`config.mk`:
```
export PLATFORM = sky130hd
export DESIGN_NAME = vga_timing_ctrl
export DESIGN_NICKNAME = d
export VERILOG_FILES = /design/src/rtl/vga_timing_pkg.sv /design/src/rtl/vga_delay_line.sv /design/src/rtl/vga_timing_ctrl.sv
export SDC_FILE = /design/constraint.sdc
export NUM_CORES = 1
export LEC_CHECK = 0
export BUFFER_PORTS_ARGS = -buffer_cell sky130_fd_sc_hd__buf_2
export CORE_AREA = 2 2 98 100
export DETAILED_ROUTE_END_ITERATION = 10
export DIE_AREA = 0 0 100 102
export PLACE_DENSITY = 0.49
export SLEW_MARGIN = 10
export SYNTH_ARGS = -nofsm -noshare
export SYNTH_HDL_FRONTEND = slang
export SYNTH_SLANG_ARGS = --single-unit
```
`constraint.sdc`:
```
create_clock -name iVGA_CLK -period 2.5 [get_ports iVGA_CLK]
set_input_delay 0.5 -clock iVGA_CLK [delete_from_list [all_inputs] [get_ports iVGA_CLK]]
set_output_delay 0.5 -clock iVGA_CLK [all_outputs]
set_load 0.005 [all_outputs]
```
`src/rtl/vga_timing_pkg.sv`:
```
// Default 640x480@60 timing, derived totals/sync windows and colour-bar constants
// for the VGA scan controller (colour bars enabled by VGA_COLOR_BAR_EN).
package vga_timing_pkg;

  localparam int unsigned H_ACTIVE_D        = 640;
  localparam int unsigned H_FP_D            = 16;
  localparam int unsigned H_SYNC_D          = 96;
  localparam int unsigned H_BP_D            = 48;
  localparam int unsigned V_ACTIVE_D        = 480;
  localparam int unsigned V_FP_D            = 10;
  localparam int unsigned V_SYNC_D          = 2;
  localparam int unsigned V_BP_D            = 33;
  localparam int unsigned PATTERN_LATENCY_D = 1;

  localparam int unsigned H_TOTAL_D  = H_ACTIVE_D + H_FP_D + H_SYNC_D + H_BP_D;
  localparam int unsigned V_TOTAL_D  = V_ACTIVE_D + V_FP_D + V_SYNC_D + V_BP_D;
  localparam int unsigned HS_START_D = H_ACTIVE_D + H_FP_D;
  localparam int unsigned HS_END_D   = HS_START_D + H_SYNC_D - 1;
  localparam int unsigned VS_START_D = V_ACTIVE_D + V_FP_D;
  localparam int unsigned VS_END_D   = VS_START_D + V_SYNC_D - 1;

  localparam int unsigned BAR_WIDTH = 80;
  localparam logic [9:0]  BAR_ON    = 10'h3FF;
  // {R,G,B} per bar, bar 0 in the low bits: white, yellow, cyan, green, magenta, red, blue, black
  localparam logic [23:0] BAR_TABLE = {3'b000, 3'b001, 3'b100, 3'b101,
                                       3'b010, 3'b011, 3'b110, 3'b111};

  function automatic logic [2:0] bar_rgb(input logic [9:0] x);
    logic [9:0] idx;
    idx = x / 10'(BAR_WIDTH);
    return BAR_TABLE[3*idx[2:0] +: 3];
  endfunction

endpackage

```
`src/rtl/vga_delay_line.sv`:
```
// Fixed-depth shift register with synchronous active-low clear to a chosen value;
// DEPTH of 0 degenerates to a wire.
module vga_delay_line #(
  parameter int unsigned      WIDTH   = 3,
  parameter int unsigned      DEPTH   = 1,
  parameter logic [WIDTH-1:0] CLR_VAL = '0
) (
  input  logic             i_clk,
  input  logic             i_clr_n,
  input  logic [WIDTH-1:0] i_d,
  output logic [WIDTH-1:0] o_q
);

  generate
    if (DEPTH == 0) begin : g_bypass
      assign o_q = i_d;
    end else begin : g_sr
      logic [WIDTH-1:0] r_sr [DEPTH];

      always_ff @(posedge i_clk) begin
        if (!i_clr_n) begin
          for (int k = 0; k < DEPTH; k++) r_sr[k] <= CLR_VAL;
        end else begin
          r_sr[0] <= i_d;
          for (int k = 1; k < DEPTH; k++) r_sr[k] <= r_sr[k-1];
        end
      end

      assign o_q = r_sr[DEPTH-1];
    end
  endgenerate

endmodule

```
`src/rtl/vga_timing_ctrl.sv`:
```
// VGA scan controller: pixel counters, registered coordinates, latency-aligned
// sync/blank/RGB. Define VGA_COLOR_BAR_EN to replace the RGB input with 8 colour bars.
module vga_timing_ctrl
  import vga_timing_pkg::*;
#(
  parameter int unsigned H_ACTIVE        = H_ACTIVE_D,
  parameter int unsigned H_FP            = H_FP_D,
  parameter int unsigned H_SYNC          = H_SYNC_D,
  parameter int unsigned H_BP            = H_BP_D,
  parameter int unsigned V_ACTIVE        = V_ACTIVE_D,
  parameter int unsigned V_FP            = V_FP_D,
  parameter int unsigned V_SYNC          = V_SYNC_D,
  parameter int unsigned V_BP            = V_BP_D,
  parameter int unsigned PATTERN_LATENCY = PATTERN_LATENCY_D
) (
  input  logic       iVGA_CLK,
  input  logic       iRST_n,
  input  logic [9:0] iRed,
  input  logic [9:0] iGreen,
  input  logic [9:0] iBlue,
  output logic [9:0] oCurrent_X,
  output logic [9:0] oCurrent_Y,
  output logic       oRequest,
  output logic [9:0] oVGA_R,
  output logic [9:0] oVGA_G,
  output logic [9:0] oVGA_B,
  output logic       oVGA_HS,
  output logic       oVGA_VS,
  output logic       oVGA_BLANK_n,
  output logic       oVGA_SYNC_n,
  output logic       oFrame_Start
);

  localparam logic [9:0] C_H_ACT    = 10'(H_ACTIVE);
  localparam logic [9:0] C_V_ACT    = 10'(V_ACTIVE);
  localparam logic [9:0] C_H_LAST   = 10'(H_ACTIVE + H_FP + H_SYNC + H_BP - 1);
  localparam logic [9:0] C_V_LAST   = 10'(V_ACTIVE + V_FP + V_SYNC + V_BP - 1);
  localparam logic [9:0] C_HS_START = 10'(H_ACTIVE + H_FP);
  localparam logic [9:0] C_HS_END   = 10'(H_ACTIVE + H_FP + H_SYNC - 1);
  localparam logic [9:0] C_VS_START = 10'(V_ACTIVE + V_FP);
  localparam logic [9:0] C_VS_END   = 10'(V_ACTIVE + V_FP + V_SYNC - 1);

  logic [9:0] r_h_cnt, r_v_cnt;
  logic [9:0] r_cur_x, r_cur_y;
  logic       r_req, r_hs0, r_vs0, r_frame_start;
  logic       w_h_act, w_v_act;

  assign w_h_act = (r_h_cnt < C_H_ACT);
  assign w_v_act = (r_v_cnt < C_V_ACT);

  // The counters hold the pixel that the next edge publishes as stage 0,
  // so the first cycle after reset release already shows (0,0).
  always_ff @(posedge iVGA_CLK) begin
    if (!iRST_n) begin
      r_h_cnt       <= '0;
      r_v_cnt       <= '0;
      r_cur_x       <= '0;
      r_cur_y       <= '0;
      r_req         <= 1'b0;
      r_hs0         <= 1'b1;
      r_vs0         <= 1'b1;
      r_frame_start <= 1'b0;
    end else begin
      r_cur_x       <= w_h_act ? r_h_cnt : '0;
      r_cur_y       <= w_v_act ? r_v_cnt : '0;
      r_req         <= w_h_act && w_v_act;
      r_hs0         <= !((r_h_cnt >= C_HS_START) && (r_h_cnt <= C_HS_END));
      r_vs0         <= !((r_v_cnt >= C_VS_START) && (r_v_cnt <= C_VS_END));
      r_frame_start <= (r_h_cnt == '0) && (r_v_cnt == '0);
      if (r_h_cnt == C_H_LAST) begin
        r_h_cnt <= '0;
        r_v_cnt <= (r_v_cnt == C_V_LAST) ? '0 : r_v_cnt + 10'd1;
      end else begin
        r_h_cnt <= r_h_cnt + 10'd1;
      end
    end
  end

  logic w_hs_d, w_vs_d, w_act_d;

`ifdef VGA_COLOR_BAR_EN
  logic [9:0] w_x_d;
  logic [2:0] w_bar;

  vga_delay_line #(
    .WIDTH  (13),
    .DEPTH  (PATTERN_LATENCY),
    .CLR_VAL({10'd0, 3'b110})
  ) u_dly (
    .i_clk  (iVGA_CLK),
    .i_clr_n(iRST_n),
    .i_d    ({r_cur_x, r_hs0, r_vs0, r_req}),
    .o_q    ({w_x_d, w_hs_d, w_vs_d, w_act_d})
  );

  assign w_bar = bar_rgb(w_x_d);
`else
  vga_delay_line #(
    .WIDTH  (3),
    .DEPTH  (PATTERN_LATENCY),
    .CLR_VAL(3'b110)
  ) u_dly (
    .i_clk  (iVGA_CLK),
    .i_clr_n(iRST_n),
    .i_d    ({r_hs0, r_vs0, r_req}),
    .o_q    ({w_hs_d, w_vs_d, w_act_d})
  );
`endif

  logic [9:0] r_vga_r, r_vga_g, r_vga_b;
  logic       r_vga_hs, r_vga_vs, r_vga_blank_n;

  always_ff @(posedge iVGA_CLK) begin
    if (!iRST_n) begin
      r_vga_r       <= '0;
      r_vga_g       <= '0;
      r_vga_b       <= '0;
      r_vga_hs      <= 1'b1;
      r_vga_vs      <= 1'b1;
      r_vga_blank_n <= 1'b0;
    end else begin
      r_vga_hs      <= w_hs_d;
      r_vga_vs      <= w_vs_d;
      r_vga_blank_n <= w_act_d;
`ifdef VGA_COLOR_BAR_EN
      r_vga_r <= (w_act_d && w_bar[2]) ? BAR_ON : '0;
      r_vga_g <= (w_act_d && w_bar[1]) ? BAR_ON : '0;
      r_vga_b <= (w_act_d && w_bar[0]) ? BAR_ON : '0;
`else
      r_vga_r <= w_act_d ? iRed   : '0;
      r_vga_g <= w_act_d ? iGreen : '0;
      r_vga_b <= w_act_d ? iBlue  : '0;
`endif
    end
  end

  assign oCurrent_X   = r_cur_x;
  assign oCurrent_Y   = r_cur_y;
  assign oRequest     = r_req;
  assign oFrame_Start = r_frame_start;
  assign oVGA_R       = r_vga_r;
  assign oVGA_G       = r_vga_g;
  assign oVGA_B       = r_vga_b;
  assign oVGA_HS      = r_vga_hs;
  assign oVGA_VS      = r_vga_vs;
  assign oVGA_BLANK_n = r_vga_blank_n;
  assign oVGA_SYNC_n  = 1'b1;

endmodule

```
==> results.tsv, run 1 <==
metric	value	unit
wirelength, routed	5.78	mm
Max Fclk	474	MHz
cell count after synthesis	261	
EDFF count, synth	0	
die height	102	um
crit start category	flip-flop	
crit path max fanout	8	
syn_nets	297	
clk buf depth	2	
max-capacitance violation count	0	
Pins Over Slew Limit	0	
post-CTS sizing	0	
Comb power frac	0.041	
CP Launch Point	r_h_cnt[5]	
Buf/Inv on CP	0	
Compound-Gate Fraction of Synth Area	0.0311	
Final Hold Slack	0.385	ns
Max-Slew Margin vs Limit	0.483	
combinational family with the most area after synthesis	simple AND/OR/NAND/NOR gates	
xor and xnor area share after synthesis	0.0429	
Min-Delay Path Class	in -> reg	
clock power share	0.379	
largest net degree at the start of global routing	32	
DR WL/cell	12.5	um
register area share after synthesis	0.603	
Tightest Pin Transition	0.775	ns
register bit count reported by yosys	80	
htree depth	3	
Worst R2R Setup Slack	0.39	ns
initial antenna violation count	0	
drt initial violations	99	
Critical R2R Launch	r_h_cnt[5]	
CP required	2.79	ns
Pint	1.71	mW
setup TNS	0	ns
r2r worst-path depth	4	
GR Util All Layers	0.117	
Util after Layout	0.370	
vias in the first global route	1897	
share of the synthesized area in the top cell type	0.603	
WP depth	4	
endpoint class of the critical path	flip-flop	
sequential share of power	0.580	
arrival time worst endpoint	2.40	ns
most frequent cell after synthesis	dfxtp_1	
Power Density	670	nW/um^2
CTS buffer count	9	
leakage power	1.64	nW
Syn Std Cell Area	2660	sq um
CTS tree	done	
global route overflow	0	
worst-path cell with the longest stage delay	or4_4	
Setup Viol. Count Final	0	
min Tclk post-route	2.11	ns
Nets	384	
crit-path max cell delay	0.55	ns
Synth cell types	31	
Ports	88	
postcts setup bufs	0	
Area Growth Syn to Fin	27.1	%
Syn Area/Cell	10.2	sq um
Clock Sinks	80	
ranking of synthesized cells by area	dfxtp_1 60%, and3_1 9.9%, nor2_1 3.1%, xnor2_1 3.0%, and2_1 2.8%	
vias per cell	4.51	
DRT Pass-1 Iters	4	
multiplexer area fraction after synthesis	0	
WS Path Type	reg -> reg	
Synth top cells by count	80 x dfxtp_1, 42 x and3_1, 22 x nor2_1	
first-pass GRT wire length	9.25	mm
delay-heaviest family, CP	simple AND/OR/NAND/NOR gates	
asr flop ratio synth	0	
Fin. Hold Viols	0	
yosys synthesis warning count	0	
fin crit share	0.844	
Yosys top cell by area	dfxtp_1	
full die area	10200	sq um
end point of the critical path	r_v_cnt[8]	
PnR Total Power	2.26	mW
sw frac	0.242	
Top cell by count, worst path	or3_1	
post-detail-place hpwl	4.13	mm
port buffer count	86	
total net switching power	0.548	mW
Routability Congestion	0.751	
VDD IR-drop max	0.201	mV
# diodes	0	
crit-path cells	or3_1 -> or3_1 -> or4_4 -> a21oi_2	
share of cells above drive strength 1	0.306	
via count	2092	
r2r endpoint	r_v_cnt[8]	
Post-CTS Hold Buffers	0	
row cnt	35	
CTS clk-pin slew, worst paths	0.09	ns
core box area	9110	sq um
DR DRC count	0	
clock latency on the worst-skew pair	0.35	ns
clk_skew	0.00857	ns
Clock Tree Root	clkbuf_8	
Die Width	100	um
Post-Synth Simple-Gate Area	0.268	
outcome	finished, final reports clean	
Synth Flop Type	dfxtp_1	
adder-cell share of the synthesized area	0.0189	
RSZ-0062 raised after global routing	false	
Final ANT Viol Nets	0	
Starting Density	0.291	
[state kept, by name, summed over array words and instances (netlist names)]
register,cells
r_h_cnt,10
oCurrent_Y,10
oVGA_G,10
r_hs0,1
oVGA_BLANK_n,1
u_dly.g_sr.r_sr,3
oCurrent_X,10
oVGA_B,10
oVGA_HS,1
oVGA_R,10
oVGA_VS,1
oFrame_Start,1
r_vs0,1
r_v_cnt,10
oRequest,1
[worst min path at each step]
stage                       endpoint  slack, ns                   from  cells after the start
2_1_floorplan                oVGA_HS       0.39  u_dly.g_sr.r_sr[0][2]                      1
4_1_cts                    oVGA_B[3]       0.37               iBlue[3]                      2
3_5_place_dp   u_dly.g_sr.r_sr[0][2]       0.39                  r_hs0                      1
3_3_place_gp   u_dly.g_sr.r_sr[0][1]       0.39                  r_vs0                      1
6_report                   oVGA_R[0]       0.38                iRed[0]                      2
5_1_grt                    oVGA_B[2]       0.37               iBlue[2]                      2
[cell usage in the layout (no fill, tap or decap)]
cell type,count
a21oi_1,2
a21oi_2,1
and2_1,12
and3_1,42
buf_2,86
buf_4,4
clkbuf_8,9
clkinv_2,1
clkinvlp_4,3
conb_1,2
dfxtp_1,80
ha_1,4
inv_1,8
inv_6,3
nand2_1,9
nand2b_1,5
nand3_1,9
nand4_1,6
nand4bb_1,1
nor2_1,22
nor2b_1,3
nor3_1,6
nor4_1,7
nor4b_1,1
o211a_1,1
o21ai_0,4
o21ai_1,2
o221ai_1,1
o31ai_1,2
or3_1,3
or4_4,1
xnor2_1,9
xor2_1,4
[metrics by stage]
step,std cells,worst slack (ns),area (sq um)
2_1_floorplan,261,0.479,2660
3_3_place_gp,448,0.427,3200
3_5_place_dp,448,0.398,3200
4_1_cts,464,0.381,3370
5_1_grt,464,0.209,3370
6_report,464,0.389,3370
[layout make-up]
type / instances / area [sq um]
Sequential cell: 80 / 1600
Tap cell: 111 / 139
Multi-Input combinational cell: 159 / 965
Timing Repair Buffer: 90 / 460
Fill cell: 921 / 5740
Inverter: 8 / 30.0
Clock buffer: 9 / 124
Clock inverter: 7 / 53.8
[per-layer routing]
layer	wire length [um]	GRT usage	up-vias
li1	-	-	1053
met1	2650	0.146	952
met2	2560	0.180	72
met3	426	0.0301	15
met4	141	0.0748	0
met5	0	0	-
[power groups by stage]
stage / logic [mW] / clock network [mW] / registers [mW]
2_1_floorplan: 0.0405 / 0 / 1.34
3_3_place_gp: 0.0942 / 0 / 1.34
3_5_place_dp: 0.0932 / 0 / 1.34
4_1_cts: 0.0942 / 0.893 / 1.31
5_1_grt: 0.105 / 0.949 / 1.32
6_report: 0.0925 / 0.858 / 1.31
[cells by family (layout without fill, tap and decap cells)]
kind of cell	Yosys count	after routing
AND/OR/NAND/NOR	127	127
flip-flops	80	80
adder cells (fa/ha/maj)	4	4
other	2	2
AO/OA/AOI/OAI	13	13
XOR/XNOR	13	13
buffers and inverters	22	114
Note: power is estimated with default switching activity, not from simulation.
==> inputs of run 2 (changes only) <==
--- a/config.mk
+++ b/config.mk
@@ -9,7 +9,7 @@
 export CORE_AREA = 2 2 98 100
 export DETAILED_ROUTE_END_ITERATION = 10
 export DIE_AREA = 0 0 100 102
-export PLACE_DENSITY = 0.49
+export PLACE_DENSITY = 0.51
 export SLEW_MARGIN = 10
 export SYNTH_ARGS = -nofsm -noshare
 export SYNTH_HDL_FRONTEND = slang
==> constraint.sdc (replaced) <==
create_clock -name iVGA_CLK -period 1.9 [get_ports iVGA_CLK]
set_input_delay 0.38 -clock iVGA_CLK [delete_from_list [all_inputs] [get_ports iVGA_CLK]]
set_output_delay 0.38 -clock iVGA_CLK [all_outputs]
set_load 0.005 [all_outputs]
==> run 2 against run 1 <==
Net effect: via count grew 4.1%; register-to-register slack lost 0.29 ns; flip-flop and latch count is the same; largest cell class unchanged; setup slack lost 0.29 ns.
==> results.tsv, run 2 (same netlist as run 1, synthesis figures left out) <==
metric	value	unit
outcome	finished, final reports clean	
CP Launch Point	r_h_cnt[6]	
FF/Latch Area	1610	sq um
Fill cells	918	
Area Growth Syn to Fin	34.1	%
endpoint class of the critical path	flip-flop	
sequential share of power	0.529	
Final ANT Viol Nets	0	
full die area	10200	sq um
crit path max fanout	5	
WP depth	6	
crit-path max cell delay	0.42	ns
DRT Pass-1 Iters	4	
CTS tree	done	
sw frac	0.221	
DR DRC count	0	
clk_skew	0.00696	ns
GR Util All Layers	0.119	
Power Density	914	nW/um^2
post-detail-place hpwl	4.43	mm
Final Cell Area	3560	sq um
initial antenna violation count	0	
Setup Viol. Count Final	0	
first-pass GRT wire length	9.44	mm
delay-heaviest family, CP	simple AND/OR/NAND/NOR gates	
Clock Tree Root	clkbuf_8	
min Tclk post-route	1.80	ns
Routability Congestion	0.799	
Worst R2R Setup Slack	0.1	ns
vias in the first global route	1997	
vias per cell	4.53	
fin crit share	0.949	
Nets	401	
most frequent cells in the layout	86 x buf_2, 77 x dfxtp_1, 42 x and3_1	
crit-path cells	or3_1 -> or3_4 -> buf_4 -> o21ai_1 -> buf_4 -> nor2_1	
Clock Sinks	80	
WS Path Type	reg -> reg	
clock latency on the worst-skew pair	0.35	ns
Comb power frac	0.041	
dpl ws	0.0918	ns
RSZ-0062 raised after global routing	false	
final worst slack	0.0961	ns
r2r worst-path depth	6	
row cnt	35	
Max-Slew Margin vs Limit	0.662	
Die Width	100	um
postcts setup bufs	0	
worst-path cell with the longest stage delay	or3_4	
setup TNS	0	ns
total net switching power	0.719	mW
via count	2178	
Buf/Inv on CP	2	
wirelength, routed	5.90	mm
arrival time worst endpoint	2.05	ns
die height	102	um
global route overflow	0	
Starting Density	0.291	
core box area	9110	sq um
Pins Over Slew Limit	0	
Max Fclk	554	MHz
CTS clk-pin slew, worst paths	0.09	ns
# diodes	0	
Critical R2R Launch	r_h_cnt[6]	
placed cell area	3330	sq um
max-capacitance violation count	0	
Pint	2.53	mW
crit start category	flip-flop	
CTS buffer count	9	
drt initial violations	106	
DR WL/cell	12.3	um
CP required	2.14	ns
Multi-input gate area	972	sq um
VDD IR-drop max	0.380	mV
Tightest Pin Transition	0.504	ns
leakage power	1.77	nW
port buffer count	86	
Ports	88	
worst min-delay path startpoint	iBlue[6]	
clk buf depth	2	
share of cells above drive strength 1	0.351	
r2r endpoint	r_v_cnt[5]	
Top cell by count, worst path	buf_4	
largest net degree at the start of global routing	29	
end point of the critical path	r_v_cnt[5]	
clock power share	0.430	
PnR Total Power	3.25	mW
Fin. Hold Viols	0	
htree depth	3	
Min-Delay Path Class	in -> reg	
commonest non-fill, non-tap cell in the layout	buf_2	
==> run 2: cell count changes in the layout (fill, tap and decap cells not counted), sizes merged <==
cell      before  now
buf           90  107
bufinv         0    2
clkinv         1    2
clkinvlp       3    0
==> run 2: timing repair <==
item | CTS | global route
hold buffers | 0 | 0
setup endpoints to repair | 0 | 7
gates resized for setup | 0 | 3
==> run 2: cell type report <==
type / count / share of cell area
sequential: 80 / 0.451
multi-input combinational: 159 / 0.273
timing repair buffer: 107 / 0.165
tap: 111 / 0.0390
clock buffer: 9 / 0.0348
clock inverter: 7 / 0.0288
inverter: 8 / 0.00843
==> run 2: worst min-delay path by stage <==
stage	to	slack (ns)	cells after the start
after floorplan	oVGA_HS	0.39	1
after global placement	oVGA_HS	0.39	1
after detailed placement	oVGA_VS	0.40	1
after CTS	oVGA_B[0]	0.24	2
after global routing	oVGA_B[5]	0.25	2
final	oVGA_B[6]	0.26	2
==> run 2: worst register-to-register path: cells and delay by family, from the launching register on <==
kind / cells / cell delay [ns]
AO/OA/AOI/OAI: 1 / 0.20
buffers and inverters: 2 / 0.33
flip-flops: 1 / 0.32
AND/OR/NAND/NOR: 3 / 0.85
==> run 2: through the flow <==
stage / cells / utilization / hold slack (ns)
global placement: 465 / 0.365 / 0.393
finish: 481 / 0.391 / 0.264
floorplan: 261 / - / 0.386
CTS: 481 / 0.390 / 0.240
detailed placement: 465 / 0.365 / 0.399
global route: 481 / 0.391 / 0.247
==> run 2: power by group through the flow <==
stage / combinational (mW) / sequential (mW) / clock, mW
6_report: 0.133 / 1.72 / 1.40
5_1_grt: 0.152 / 1.72 / 1.52
4_1_cts: 0.135 / 1.72 / 1.44
3_5_place_dp: 0.135 / 1.76 / 0
3_3_place_gp: 0.137 / 1.76 / 0
2_1_floorplan: 0.0533 / 1.76 / 0
==> run 2: metal layers <==
| layer | routed length [um] | track usage |
|---|---|---|
| met5 | 0 | 0 |
| met4 | 102 | 0.0537 |
| met3 | 492 | 0.0431 |
| met2 | 2710 | 0.198 |
| met1 | 2600 | 0.140 |
==> inputs of run 3 (changes only) <==
--- a/config.mk
+++ b/config.mk
@@ -7,8 +7,10 @@
 export LEC_CHECK = 0
 export BUFFER_PORTS_ARGS = -buffer_cell sky130_fd_sc_hd__buf_2
 export CORE_AREA = 2 2 98 100
+export CTS_BUF_LIST = sky130_fd_sc_hd__clkbuf_16
 export DETAILED_ROUTE_END_ITERATION = 10
 export DIE_AREA = 0 0 100 102
+export GPL_ROUTABILITY_DRIVEN = 0
 export PLACE_DENSITY = 0.51
 export SLEW_MARGIN = 10
 export SYNTH_ARGS = -nofsm -noshare
==> constraint.sdc (replaced) <==
create_clock -name iVGA_CLK -period 1.9 [get_ports iVGA_CLK]
set_input_delay 0.38 -clock iVGA_CLK [delete_from_list [all_inputs] [get_ports iVGA_CLK]]
set_output_delay 0.38 -clock iVGA_CLK [all_outputs]
set_load 0.02 [all_outputs]
==> run 3 against run 2 <==
Net effect: non-clock buffer count is the same; fmax is essentially flat; register-to-register slack is essentially flat; die area is the same; worst hold slack gained 0.021 ns; combinational power grew 24%; routed wire length grew 0.34%; cell count is the same; clock power grew 34%; critical endpoint unchanged; largest power group is now the clock network; highest routed layer unchanged.
==> results.tsv, run 3 (same netlist as run 1, synthesis figures left out) <==
metric	value	unit
outcome	finished, final reports clean	
Setup Viol. Count Final	0	
vias in the first global route	2007	
core box area	9110	sq um
vias per cell	4.55	
drt initial violations	94	
CTS clk-pin slew, worst paths	0.06	ns
endpoint class of the critical path	flip-flop	
min Tclk post-route	1.80	ns
Pint	2.95	mW
non-filler cells, final	481	
share of cells above drive strength 1	0.351	
die height	102	um
delay-heaviest family, CP	simple AND/OR/NAND/NOR gates	
Power Density	1020	nW/um^2
Final Cell Area	3660	sq um
Max-Slew Margin vs Limit	0.664	
# diodes	0	
Worst R2R Setup Slack	0.1	ns
Comb power frac	0.044	
htree depth	3	
row cnt	35	
Util after Layout	0.402	
commonest non-fill, non-tap cell in the layout	buf_2	
wirelength, routed	5.92	mm
post-detail-place hpwl	4.43	mm
DR WL/cell	12.3	um
largest net degree at the start of global routing	29	
most frequent cells in the layout	86 x buf_2, 77 x dfxtp_1, 42 x and3_1	
max-capacitance violation count	0	
Clock Tree Root	clkbuf_16	
initial antenna violation count	0	
r2r worst-path depth	6	
Final Hold Slack	0.285	ns
Buf/Inv on CP	2	
GR Util All Layers	0.119	
final worst slack	0.0953	ns
Die Width	100	um
fin crit share	0.950	
total net switching power	0.806	mW
clk_skew	0.00513	ns
Pins Over Slew Limit	0	
postcts setup bufs	0	
Min-Delay Path Class	in -> reg	
Critical R2R Launch	r_h_cnt[6]	
Ports	88	
worst hold path stage count	2	
port buffer count	86	
clk buf depth	2	
crit-path max cell delay	0.42	ns
DRT Pass-1 Iters	4	
RSZ-0062 raised after global routing	false	
crit start category	flip-flop	
crit-path cells	or3_1 -> or3_4 -> buf_4 -> o21ai_1 -> buf_4 -> nor2_1	
sw frac	0.215	
first-pass GRT wire length	9.42	mm
placed cell area	3330	sq um
clock latency on the worst-skew pair	0.33	ns
Nets	401	
VDD IR-drop max	0.375	mV
WS Path Type	reg -> reg	
via count	2189	
dpl cells	465	
Top cell by count, worst path	buf_4	
worst-path cell with the longest stage delay	or3_4	
CP required	2.12	ns
r2r endpoint	r_v_cnt[5]	
DR DRC count	0	
CTS tree	done	
full die area	10200	sq um
leakage power	1.81	nW
CTS buffer count	9	
Tightest Pin Transition	0.501	ns
clock power share	0.497	
worst min-delay path startpoint	iBlue[6]	
Area Growth Syn to Fin	37.9	%
global route overflow	0	
WHS Endpoint	oVGA_B[6]	
arrival time worst endpoint	2.03	ns
crit path max fanout	5	
Final ANT Viol Nets	0	
Clock Sinks	80	
Fin. Hold Viols	0	
Starting Density	0.291	
sequential share of power	0.459	
dpl ws	0.0918	ns
Max Fclk	554	MHz
run 3: through the flow:
step | setup TNS [ns] | power [mW]
CTS | 0 | 3.79
global route | 0 | 3.89
global placement | 0 | 1.93
floorplan | -0.0786 | 1.85
detailed placement | 0 | 1.92
finish | 0 | 3.75
run 3: worst max-delay path by stage:
| stage | startpoint | endpoint | slack [ns] | depth (start not counted) |
|---|---|---|---|---|
| 3_3_place_gp | r_h_cnt[6] | r_v_cnt[8] | 0.10 | 4 |
| 4_1_cts | r_h_cnt[6] | r_v_cnt[5] | 0.08 | 6 |
| 3_5_place_dp | r_h_cnt[6] | r_v_cnt[6] | 0.09 | 6 |
| 6_report | r_h_cnt[6] | r_v_cnt[5] | 0.1 | 6 |
| 2_1_floorplan | r_h_cnt[6] | r_v_cnt[8] | -0.08 | 6 |
| 5_1_grt | r_h_cnt[1] | r_v_cnt[5] | 0.01 | 7 |
run 3: per-layer routing:
layer | vias to the layer above | GRT usage | wire, um
met5 | - | 0 | 0
met2 | 85 | 0.199 | 2730
met4 | 0 | 0.0537 | 108
li1 | 1098 | - | -
met1 | 998 | 0.139 | 2630
met3 | 8 | 0.0431 | 459
run 3: area by class of cell:
type	count	area, sq um
fillers	902	5450
clock inverters	7	103
clock buffers	9	225
multi-input cells	159	972
repair buffers	107	588
inverters	8	30.0
flip-flops and latches	80	1610
well taps	111	139
run 3: repair_timing:
item	4_1_cts	5_1_grt
hold buffers	0	0
endpoints found under the setup margin	0	7
gates resized for setup	0	3
run 3: power by group through the flow:
stage | logic [mW] | clock network, mW | registers (mW)
floorplan | 0.0547 | 0 | 1.79
global placement | 0.168 | 0 | 1.76
detailed placement | 0.166 | 0 | 1.76
CTS | 0.166 | 1.90 | 1.72
global route | 0.183 | 1.98 | 1.72
finish | 0.165 | 1.87 | 1.72
run 3: worst reg2reg max path, delay by kind of cell, from the launching register on:
family,cells,cell delay (ns)
AND/OR/NAND/NOR,3,0.86
buffers and inverters,2,0.34
flip-flops,1,0.31
AO/OA/AOI/OAI,1,0.20
